==> src/rtl/fifo_write_packer.sv <==
// Packs PAR_WRITE consecutive BITS-wide samples into one word and writes it to a parallel-write FIFO.
// Optional PACKER_FLUSH_EN adds a flush input that zero-pads and pushes a partial word.
module fifo_write_packer #(
    parameter int PAR_WRITE = 1,
    parameter int BITS      = 16,
    localparam int LW       = (PAR_WRITE > 1) ? $clog2(PAR_WRITE) : 1
) (
    input  logic                      clk,
    input  logic                      rst,
    input  logic                      in_valid,
    input  logic [BITS-1:0]           in_data,
    output logic                      in_ready,
`ifdef PACKER_FLUSH_EN
    input  logic                      flush,
`endif
    input  logic                      fifo_full,
    output logic                      fifo_wen,
    output logic                      fifo_cnt_w,
    output logic [BITS*PAR_WRITE-1:0] fifo_din,
    output logic [LW-1:0]             lane_cnt
);

    typedef enum logic {COLLECT, PUSH} state_t;

    localparam logic [LW-1:0] LAST_LANE = LW'(PAR_WRITE - 1);

    state_t                    state, state_next;
    logic [LW-1:0]             lane_next;
    logic [BITS*PAR_WRITE-1:0] word, word_next;
    logic                      accept;
`ifdef PACKER_FLUSH_EN
    logic [LW:0]               fill;
`endif

    // Reset gates both the handshake and the write so nothing leaks out during rst.
    assign in_ready   = !rst && ((state == COLLECT) || !fifo_full);
    assign fifo_wen   = !rst && (state == PUSH) && !fifo_full;
    assign fifo_cnt_w = fifo_wen;
    assign fifo_din   = word;
    assign accept     = in_valid && in_ready;

    // NOTE: combinational blocks use blocking assignments and give every output a default first, so no latch is inferred.
    always_comb begin
        state_next = state;
        lane_next  = lane_cnt;
        word_next  = word;
`ifdef PACKER_FLUSH_EN
        fill       = '0;
`endif
        case (state)
            COLLECT: begin
                if (accept) begin
                    word_next[int'(lane_cnt)*BITS +: BITS] = in_data;
                    if (lane_cnt == LAST_LANE) begin
                        lane_next  = '0;
                        state_next = PUSH;
                    end else begin
                        lane_next = lane_cnt + LW'(1);
                    end
                end
`ifdef PACKER_FLUSH_EN
                // Flush sees the fill count including a sample accepted this same cycle.
                fill = {1'b0, lane_cnt} + (LW+1)'(accept);
                if (flush && (fill != '0)) begin
                    for (int k = 0; k < PAR_WRITE; k++) begin
                        if (k >= int'(fill)) word_next[k*BITS +: BITS] = '0;
                    end
                    lane_next  = '0;
                    state_next = PUSH;
                end
`endif
            end
            PUSH: begin
                if (!fifo_full) begin
                    // The FIFO captures the current word at this edge; lane 0 of the next word is overwritten alongside.
                    if (accept) begin
                        word_next[BITS-1:0] = in_data;
                        if (PAR_WRITE == 1) begin
                            state_next = PUSH;
                        end else begin
                            lane_next  = LW'(1);
                            state_next = COLLECT;
                        end
                    end else begin
                        lane_next  = '0;
                        state_next = COLLECT;
                    end
                end
            end
            default: state_next = COLLECT;
        endcase
    end

    // NOTE: sequential state uses non-blocking assignments; the word register is cleared on reset so fifo_din starts at a known zero.
    always_ff @(posedge clk) begin
        if (rst) begin
            state    <= COLLECT;
            lane_cnt <= '0;
            word     <= '0;
        end else begin
            state    <= state_next;
            lane_cnt <= lane_next;
            word     <= word_next;
        end
    end

endmodule

==> config.mk <==
export PLATFORM = sky130hd
export DESIGN_NAME = fifo_write_packer
export DESIGN_NICKNAME = d
export VERILOG_FILES = /design/src/rtl/fifo_write_packer.sv
export SDC_FILE = /design/constraint.sdc
export NUM_CORES = 1
export LEC_CHECK = 0
export ABC_AREA = 1
export CELL_PAD_IN_SITES_DETAIL_PLACEMENT = 1
export CELL_PAD_IN_SITES_GLOBAL_PLACEMENT = 2
export CORE_ASPECT_RATIO = 0.6
export CORE_UTILIZATION = 19
export DETAILED_ROUTE_END_ITERATION = 7
export PLACE_DENSITY_LB_ADDON = 0.1
export SETUP_SLACK_MARGIN = 0.05
export SLEW_MARGIN = 40
export SYNTH_ARGS = -nofsm -noshare
export SYNTH_HDL_FRONTEND = slang
export SYNTH_SLANG_ARGS = --single-unit
==> constraint.sdc <==
create_clock -name clk -period 0.9 [get_ports clk]
set_input_delay 0.18 -clock clk [delete_from_list [all_inputs] [get_ports clk]]
set_output_delay 0.18 -clock clk [all_outputs]
set_load 0.05 [all_outputs]
**After elaboration in Yosys (flattened, before gate mapping)**

Cells that the tools add are included.
Widths: inputs -> output; s select.

- Add/sub/neg operators: 2
- Eq/ne operators: 4
- Shift operators: 2
- Multiplexer cells: 15
- Bitwise gates (word level): 1
- Reduce and logical (&&, ||, !) cells: 9

Operators with widths:

| cell | number |
|---|---|
| $mux 16 | 3 |
| $neg 5->33 | 1 |
| $shift 16x33->16 const A | 1 |
| $shiftx 16x33->16 | 1 |
| $pmux 16 s2 | 1 |
| $bwmux 16 | 1 |
| $mux 1 | 8 |
| $ne 2x2->1 const B | 3 |
| $reduce_and 3->1 | 2 |
| $logic_and 1x1->1 | 4 |
| $pmux 1 s2 | 2 |
| $logic_not 1->1 | 2 |
| $ne 2x1->1 const B | 1 |
| $add 1x1->1 const B | 1 |
| $logic_or 1x1->1 | 1 |
| $not 1->1 | 1 |

- Register bits after elaboration: 18
- Input bits: 20
- Output and inout port bits: 20
- Word-level logic and storage cells: 36

**Longest topological paths before layout**

Gate-level depths: netlist (run 1).

- Depth in word-level cells: 7
- Gate-level depth with buffers: 6
- Depth with buffers taken out: 4

**Worst setup path before layout (run 1)**

No wires, ideal clock.

- Path type: input-to-output
- Start: input port rst
- End: output port fifo_wen
- Arrival: 1606 ps
- Required time: 720 ps
- Slack: -886 ps
- Cell stages on the path: 6
- Buffers on the path: 3
- Cell sequence: buf_6 > inv_8 > clkbuf_4 > nand2_1 > nor2_1 > buf_4

- Word-level cells in the longest chain between the ends: 3

Ends and longest elaborated chain:

| element | line | source |
|---|---|---|
| start: declaration | 9 | `input logic rst,` |
| $logic_not 1->1 | 37 | `assign fifo_wen = !rst && (state == PUSH) && !fifo_full;` |
| $logic_and 1x1->1 (2 in a row) | 37 |  |
| end: declaration | 17 | `output logic fifo_wen,` |

Every way passes these cells.

**Final worst setup path (run 1)**

- Start: input port fifo_full
- End: output port fifo_wen

- Word-level cells in the longest chain between the ends: 2

Ends and longest elaborated chain:

| element | line | source |
|---|---|---|
| start: declaration | 16 | `input logic fifo_full,` |
| $logic_not 1->1 | n/a |  |
| $logic_and 1x1->1 | 37 |  |

Every way passes these cells.

==> results_dict.tcl, run 1 <==
set metrics [dict create \
    critical-path-top-delay-family "buffers and inverters" \
    io_pins 40 \
    grt_start_max_net_pins 10 \
    slew_viol_final 0 \
    fill_cells 477 \
    p_sw_mw 0.782 \
    synth-compound-area-share_pct 1.15 \
    violations "negative setup slack" \
    finalNonFillerCells 224 \
    clk_latency_ps 260 \
    muxShareOfSynthArea_pct 0 \
    critPathBufInv 3 \
    slowest_delay_ps 320 \
    numCtsBuffers 3 \
    drive_gt1_share_pct 51.8 \
    dp_slack_ps -627 \
    htreeDepth 1 \
    cts.sinks 17 \
    vias 883 \
    finalHoldViolations 0 \
    hold_path.class "input pin to flop" \
    rsz0062_at_grt "yes" \
    period_needed_ps 1160 \
    use_met2_pct 20.0 \
    holdWs_ps 482 \
    synth-simple-area-share_pct 42.0 \
    fin_ws_ps -265 \
    p_seq_share_pct 37.4 \
    ys_ff_latch 17 \
    vdd_drop_max_mv 0.467 \
    ant_nets 0 \
    rows 18 \
    clkSlewWorstSetupHoldPaths_ps 70 \
    status "finished, violations left" \
    areaGrowthSynthToFinish_pct 106 \
    clockBufferDepth 2 \
    grt-ovfl-total 0 \
    arrival_ps 980 \
    powerDensity_nw_per_um2 1310 \
    drt-initial-drc-count 11 \
    placed_cells 217 \
    synth-adder-area-share_pct 0 \
    syn-cell-area_sq_um 872 \
    path_max_fanout 3 \
    synth_top_family_by_area "simple AND/OR/NAND/NOR gates" \
    io_buffers 38 \
    cts_root_buf "clkbuf_8" \
    die_w_um 89.5 \
    antenna-diode-count 0 \
    multi_input_area_sq_um 467 \
    grt_usage_pct 12.6 \
    avgSynthCellArea_sq_um 7.58 \
    max_freq_ghz 0.859 \
    grt.met1_usage_pct 16.5 \
    first_pass_iters 2 \
    synth_xor_area_share_pct 0 \
    yosys_warnings 0 \
    dp_hpwl_um 2120 \
    vias_per_cell 3.94 \
    grt_pass1_wl_um 4330 \
    synthCells 115 \
    fin_nets 185 \
    final_common_cell "buf_12" \
    clkPwrFrac_pct 25.7 \
    crit_type "input pin to output port" \
    comb_power_share_pct 36.9 \
    syn_nets 135 \
    total_leakage_power_nw 0.796 \
    place_congestion 0.624 \
    core_sq_um 4260 \
    end_kind "output port" \
    critPathLaunchType "input pin" \
    drv_cap 0 \
    drc 0 \
    setup_violations 36 \
    totalWireLength_um 2640 \
    swShare_pct 33.2 \
    seq_area_frac_synth_pct 39.0 \
    cp_cell_sequence "dlygate4sd2_1 > buf_4 > nor2_4 > buf_12" \
    seq_area_sq_um 364 \
    grt_util_met3_pct 4.52 \
    grt_pass1_vias 887 \
    cts_tree "yes" \
    synth_cell_types 16 \
    gr-max-usage-layer "met2" \
    layout_common_cells "buf_12 (24), inv_1 (17)" \
    routedWlPerCell_um 11.8 \
    required_ps 720 \
    antenna_found_initial 0 \
    finClkSkew_ps 0.930 \
    post-route-period-util_pct 129 \
    slowest_stage "dlygate4sd2_1" \
    die_h_um 54.5 \
    setup-tns-final_ps -4320 \
    die-area_sq_um 4870 \
    initial_core_util_pct 20.5 \
    p_int_mw 1.57 \
]
[sequential cells by signal, summed over array words and instances (netlist names)]
name      count
state         1
fifo_din     16
[Yosys cell counts]
cell type  instances  share of area [%]
nor2_1            17                7.3
nand3_4            1                2.0
dfxtp_1           17                 39
nand2_1           13                5.6
nand2_4            1                1.3
inv_1             17                7.3
buf_2              3                1.7
clkbuf_4           1               0.86
buf_4              3                2.6
inv_8              1                1.3
nand4_1           16                 11
buf_6              1                1.3
buf_12             1                2.3
a21oi_1            2                1.1
nand2_2           20                 14
conb_1             1               0.43
[worst register-to-register path, cell delays in order, from the launching register on]
cell     delay, ps
dfxtp_4        360
buf_4          150
nand2_8         90
nand3_4        120
buf_12         180
nand2_2         60
nand2_1         50
[per-stage QoR]
| stage | power, mW | utilization, % | instance area (sq um) |
|---|---|---|---|
| 6_report | 2.36 | 42.2 | 1800 |
| 5_1_grt | 2.49 | 42.2 | 1800 |
| 4_1_cts | 2.39 | 41.4 | 1760 |
| 3_5_place_dp | 1.75 | 39.5 | 1680 |
| 3_3_place_gp | 1.74 | 39.5 | 1680 |
| 2_1_floorplan | 1.31 | - | 983 |
[power by group through the flow]
| stage | clock (mW) | sequential [mW] | combinational [mW] |
|---|---|---|---|
| 2_1_floorplan | 0 | 1.06 | 0.254 |
| 3_3_place_gp | 0 | 0.900 | 0.841 |
| 3_5_place_dp | 0 | 0.902 | 0.847 |
| 4_1_cts | 0.640 | 0.884 | 0.865 |
| 5_1_grt | 0.684 | 0.891 | 0.919 |
| 6_report | 0.606 | 0.882 | 0.869 |
[metal layers]
layer | vias to the layer above | part of all wire, %
met3 | 5 | 5.6
li1 | 453 | -
met4 | 0 | 0.72
met2 | 23 | 45
met1 | 402 | 49
met5 | - | 0
[kinds of logic (layout without fill, tap and decap cells)]
family | after synthesis | after routing
flops | 17 | 17
other cells | 1 | 1
buf+inv | 27 | 76
compound gates | 2 | 2
simple gates | 68 | 68
[area by class of cell]
cell class / count / area share (%)
Tap cell: 60 / 4.18
Inverter: 18 / 4.18
Sequential cell: 17 / 20.3
Multi-Input combinational cell: 71 / 26.0
Timing Repair Buffer: 54 / 42.9
Clock buffer: 4 / 2.51
[timing repair]
action,4_1_cts,5_1_grt
buffers inserted,2,0
cloned,0,1
endpoints found under the setup margin,36,36
pin swaps,3,1
hold buffers,0,0
gates resized for setup,8,1
[final timing paths]
check              startpoint            to  slack (ps)  cells past startpoint
setup reg to reg        state  fifo_din[13]        -200                      6
setup / recovery    fifo_full      fifo_wen        -260                      4
hold reg to reg   fifo_din[5]   fifo_din[5]         540                      4
hold / removal    in_data[11]  fifo_din[11]         480                      3
No activity file was read; power rests on OpenSTA's default activity.
==> run 2, diff against run 1 <==
- REMOVE_ABC_BUFFERS: default -> 1
==> run 2 against run 1 <==
The flow still finishes with violations (negative setup slack). Die area unchanged. Via count decreased by 0.79%. Utilization decreased by 2.5 points. Final cell count decreased by 1.3%. Register-to-register slack improved by 20 ps. Clock-buffer cell count unchanged. Sequential power about the same. Combinational power decreased by 4.9%. Total power decreased by 2.0%. Global-route usage increased by 0.082 points. Routed wire length increased by 2.4%. Hold slack improved by 9.2 ps. Critical endpoint is now in_ready.
==> results_dict.tcl, run 2 (synthesis results as in run 1) <==
set metrics [dict create \
    status "finished, violations left" \
    violations "negative setup slack" \
    grt_usage_pct 12.7 \
    cts_root_buf "clkbuf_8" \
    die-area_sq_um 4870 \
    grt_pass1_vias 910 \
    antenna-diode-count 0 \
    setup_violations 36 \
    dp_slack_ps -734 \
    fin_ws_ps -276 \
    io_buffers 38 \
    largest_reg_flops 16 \
    core_sq_um 4260 \
    cts.sinks 17 \
    required_ps 720 \
    finalHoldViolations 0 \
    drive_gt1_share_pct 53.4 \
    clkSlewWorstSetupHoldPaths_ps 70 \
    die_h_um 54.5 \
    fill_cells 478 \
    dp_hpwl_um 1950 \
    fin_nets 182 \
    slew_viol_final 0 \
    grt_start_max_net_pins 19 \
    numCtsBuffers 3 \
    cts_tree "yes" \
    post-route-period-util_pct 131 \
    io_pins 40 \
    place_congestion 0.657 \
    end_kind "output port" \
    areaGrowthSynthToFinish_pct 93.5 \
    total_power_mw 2.31 \
    routedWlPerCell_um 12.2 \
    finClkSkew_ps 1.43 \
    arrival_ps 1000 \
    critPathLaunchType "flop" \
    vias 876 \
    ant_nets 0 \
    total_leakage_power_nw 0.712 \
    drv_cap 0 \
    path_max_fanout 2 \
    crit_type "flop to output port" \
    clockBufferDepth 2 \
    powerDensity_nw_per_um2 1370 \
    clk_latency_ps 260 \
    vdd_drop_max_mv 0.555 \
    htreeDepth 1 \
    hold_path.class "input pin to flop" \
    totalWireLength_um 2710 \
    drc 0 \
    initial_core_util_pct 20.5 \
    layout_common_cells "nand2_2 (28), buf_12 (20), inv_1 (17)" \
    rsz0062_at_grt "yes" \
    grt-ovfl-total 0 \
    final_common_cell "nand2_2" \
    die_w_um 89.5 \
    antenna_found_initial 0 \
    period_needed_ps 1180 \
    first_pass_iters 4 \
    grt_pass1_wl_um 4400 \
    vias_per_cell 3.96 \
    rows 18 \
    drt-initial-drc-count 18 \
    max_freq_ghz 0.850 \
]
==> run 2: cell count changes in the layout (fill, tap and decap cells not counted), sizes merged <==
cell and change:
buf -3, clkbuf -1, clkdlybuf4s15 -1, dlygate4sd2 +1, nand3 +1
==> run 2: what timing repair did <==
action | CTS | global route
pin swaps | 2 | 5
setup buffers | 2 | 1
resized for setup | 28 | 11
setup endpoints to repair | 36 | 36
hold buffers | 0 | 0
gates cloned | 1 | 0
==> run 2: where the power goes <==
group / internal (mW) / switching (mW) / leakage (nW)
Clock: 0.315 / 0.290 / 0.0228
Sequential: 0.820 / 0.0586 / 0.147
Combinational: 0.400 / 0.426 / 0.542
Total: 1.54 / 0.775 / 0.712
==> run 2: cell type report <==
class	count	area (sq um)	share of cell area [%]
clock buffers	4	45.0	2.67
inverters	18	75.1	4.45
multi-input cells	72	449	26.6
flip-flops and latches	17	367	21.7
well taps	60	75.1	4.45
repair buffers	50	677	40.1
==> run 2: path summary, 6_finish.rpt <==
path / slack [ps] / cells past startpoint / end / start
max reg2reg: -180 / 6 / fifo_din[8] / state
min reg2reg: 540 / 4 / fifo_din[13] / fifo_din[13]
max: -280 / 3 / in_ready / state
min: 490 / 3 / fifo_din[5] / in_data[5]
==> run 2: layer usage <==
metal	wire length [um]	vias to the layer above	track usage, %
met5	0	-	0
met4	33	0	4.76
met3	137	5	4.37
met2	1210	22	19.8
met1	1330	401	16.4
li1	-	448	-
==> run 2: worst max-delay path, cell delays in order, from the launching register on <==
cell and delay (ps):
dfxtp_2 330, buf_6 120, a21oi_4 140, buf_12 150
==> run 2: through the flow <==
| stage | hold slack [ps] | instance area [sq um] | std cells | TNS, ps | util [%] |
|---|---|---|---|---|---|
| 3_5_place_dp | 556 | 1520 | 213 | -13740 | 35.7 |
| 4_1_cts | 494 | 1650 | 220 | -4360 | 38.8 |
| 5_1_grt | 503 | 1690 | 221 | -5320 | 39.7 |
| 3_3_place_gp | 550 | 1520 | 213 | -12940 | 35.7 |
| 2_1_floorplan | 249 | 796 | 106 | -3120 | - |
| 6_report | 492 | 1690 | 221 | -3870 | 39.7 |
==> run 3, diff against run 2 <==
- CELL_PAD_IN_SITES_DETAIL_PLACEMENT: 1 -> default
- CELL_PAD_IN_SITES_GLOBAL_PLACEMENT: 2 -> default
- CORE_UTILIZATION: 19 -> 36
- PLACE_DENSITY: default -> 0.74
- PLACE_DENSITY_LB_ADDON: 0.1 -> default
==> run 3 against run 2 <==
The run still ends with negative setup slack left. Highest routed layer unchanged. Fmax is 1.7% lower. Flip-flop and latch count stayed put. Critical endpoint is now fifo_cnt_w. First-iteration DRC count grew to 3.1 times the previous value. Total power is 1.8% lower. Global-route usage is 9.7 points higher. Clock power is 3% lower. Worst setup slack worse by 20 ps. Via count is 2.6% higher. Register-to-register slack hardly changed. Cell area is 4.7% lower. Clock skew is 5.1 ps higher.
==> results_dict.tcl, run 3 (synthesis results as in run 1) <==
set metrics [dict create \
    status "finished, violations left" \
    max_freq_ghz 0.836 \
    grt-ovfl-total 0 \
    largest_reg_flops 16 \
    total_leakage_power_nw 0.723 \
    io_pins 40 \
    vdd_drop_max_mv 0.754 \
    cts_root_buf "clkbuf_8" \
    finalHoldViolations 0 \
    fin_nets 184 \
    rsz0062_at_grt "yes" \
    initial_core_util_pct 39.1 \
    first_pass_iters 4 \
    grt_pass1_wl_um 4040 \
    drive_gt1_share_pct 49.1 \
    htreeDepth 1 \
    die_h_um 40.1 \
    p_int_mw 1.52 \
    placed_cells 181 \
    cts.sinks 17 \
    clkSlewWorstSetupHoldPaths_ps 60 \
    post-route-period-util_pct 133 \
    path_max_fanout 3 \
    end_kind "output port" \
    finalNonFillerCells 193 \
    drt-initial-drc-count 56 \
    core_sq_um 2230 \
    totalWireLength_um 2590 \
    comb_power_share_pct 35.3 \
    final_common_cell "nand2_2" \
    violations "negative setup slack" \
    drc 0 \
    holdBufCountCts 0 \
    dp_slack_ps -539 \
    slew_viol_final 0 \
    ant_nets 0 \
    holdWs_ps 482 \
    hold_path.class "input pin to flop" \
    powerDensity_nw_per_um2 1410 \
    areaGrowthSynthToFinish_pct 84.4 \
    fin_ws_ps -296 \
    grt_pass1_vias 858 \
    numCtsBuffers 3 \
    swShare_pct 33.0 \
    period_needed_ps 1200 \
    die_w_um 65.5 \
    antenna_found_initial 0 \
    grt_start_max_net_pins 18 \
    arrival_ps 1020 \
    required_ps 720 \
    place_congestion 0.697 \
    critPathLaunchType "flop" \
    grt_usage_pct 22.4 \
    io_buffers 38 \
    vias_per_cell 4.66 \
    layout_common_cells "nand2_2 (20), buf_12 (19), inv_1 (17), nor2_1 (17)" \
    crit_type "flop to output port" \
    clockBufferDepth 2 \
    routedWlPerCell_um 13.4 \
    rows 13 \
    finClkSkew_ps 6.51 \
    drv_cap 0 \
    p_sw_mw 0.749 \
    antenna-diode-count 0 \
    cts_tree "yes" \
    clkPwrFrac_pct 25.9 \
    vias 899 \
    dp_hpwl_um 1690 \
    p_seq_share_pct 38.8 \
    die-area_sq_um 2630 \
    clk_latency_ps 260 \
    setup_violations 35 \
]
==> run 3: timing repair <==
item	CTS	global route
setup endpoints to repair	36	36
resized for setup	27	3
buffers inserted	4	2
gates cloned	2	0
==> run 3: per-stage QoR <==
| stage | setup TNS (ps) | cell area, sq um | util (%) | power, mW |
|---|---|---|---|---|
| after global routing | -5490 | 1610 | 72.2 | 2.37 |
| after floorplan | -3120 | 796 | - | 1.21 |
| after detailed placement | -10010 | 1460 | 65.4 | 1.64 |
| after CTS | -3970 | 1580 | 71.1 | 2.26 |
| after global placement | -10050 | 1460 | 65.4 | 1.63 |
| final | -3970 | 1610 | 72.2 | 2.27 |
==> run 3: routing by layer <==
layer  vias up  part of all wire, %  GRT usage [%]
met5         -                    0              0
met4         0                  1.7           7.07
met3         5                  8.4           10.5
met2        32                   49           39.4
met1       410                   41           24.9
li1        452                    -              -
==> run 3: worst paths after layout <==
check                     from           end  slack, ps  cells past startpoint
hold reg to reg   fifo_din[11]  fifo_din[11]        540                      4
hold / removal      in_data[6]   fifo_din[6]        480                      3
setup / recovery         state    fifo_cnt_w       -300                      4
setup reg to reg         state   fifo_din[0]       -190                      5
==> run 3: area by class of cell <==
cell class	instances	area (sq um)
clock inverter	1	5.00
clock buffer	3	41.3
inverter	18	75.1
sequential	17	369
multi-input combinational	71	388
fill	153	621
tap	30	37.5
timing repair buffer	53	692
==> run 3: power by group through the flow <==
stage	Clock, mW	Sequential [mW]	Combinational [mW]
2_1_floorplan	0	1.04	0.165
3_3_place_gp	0	0.884	0.743
3_5_place_dp	0	0.888	0.755
4_1_cts	0.589	0.882	0.789
5_1_grt	0.635	0.886	0.845
6_report	0.588	0.880	0.801
==> run 3: worst max-delay path, cell delays in order (launching register included) <==
cell,delay [ps]
dfxtp_4,360
nand2_1,50
nor2_1,80
buf_4,140
buf_12,130
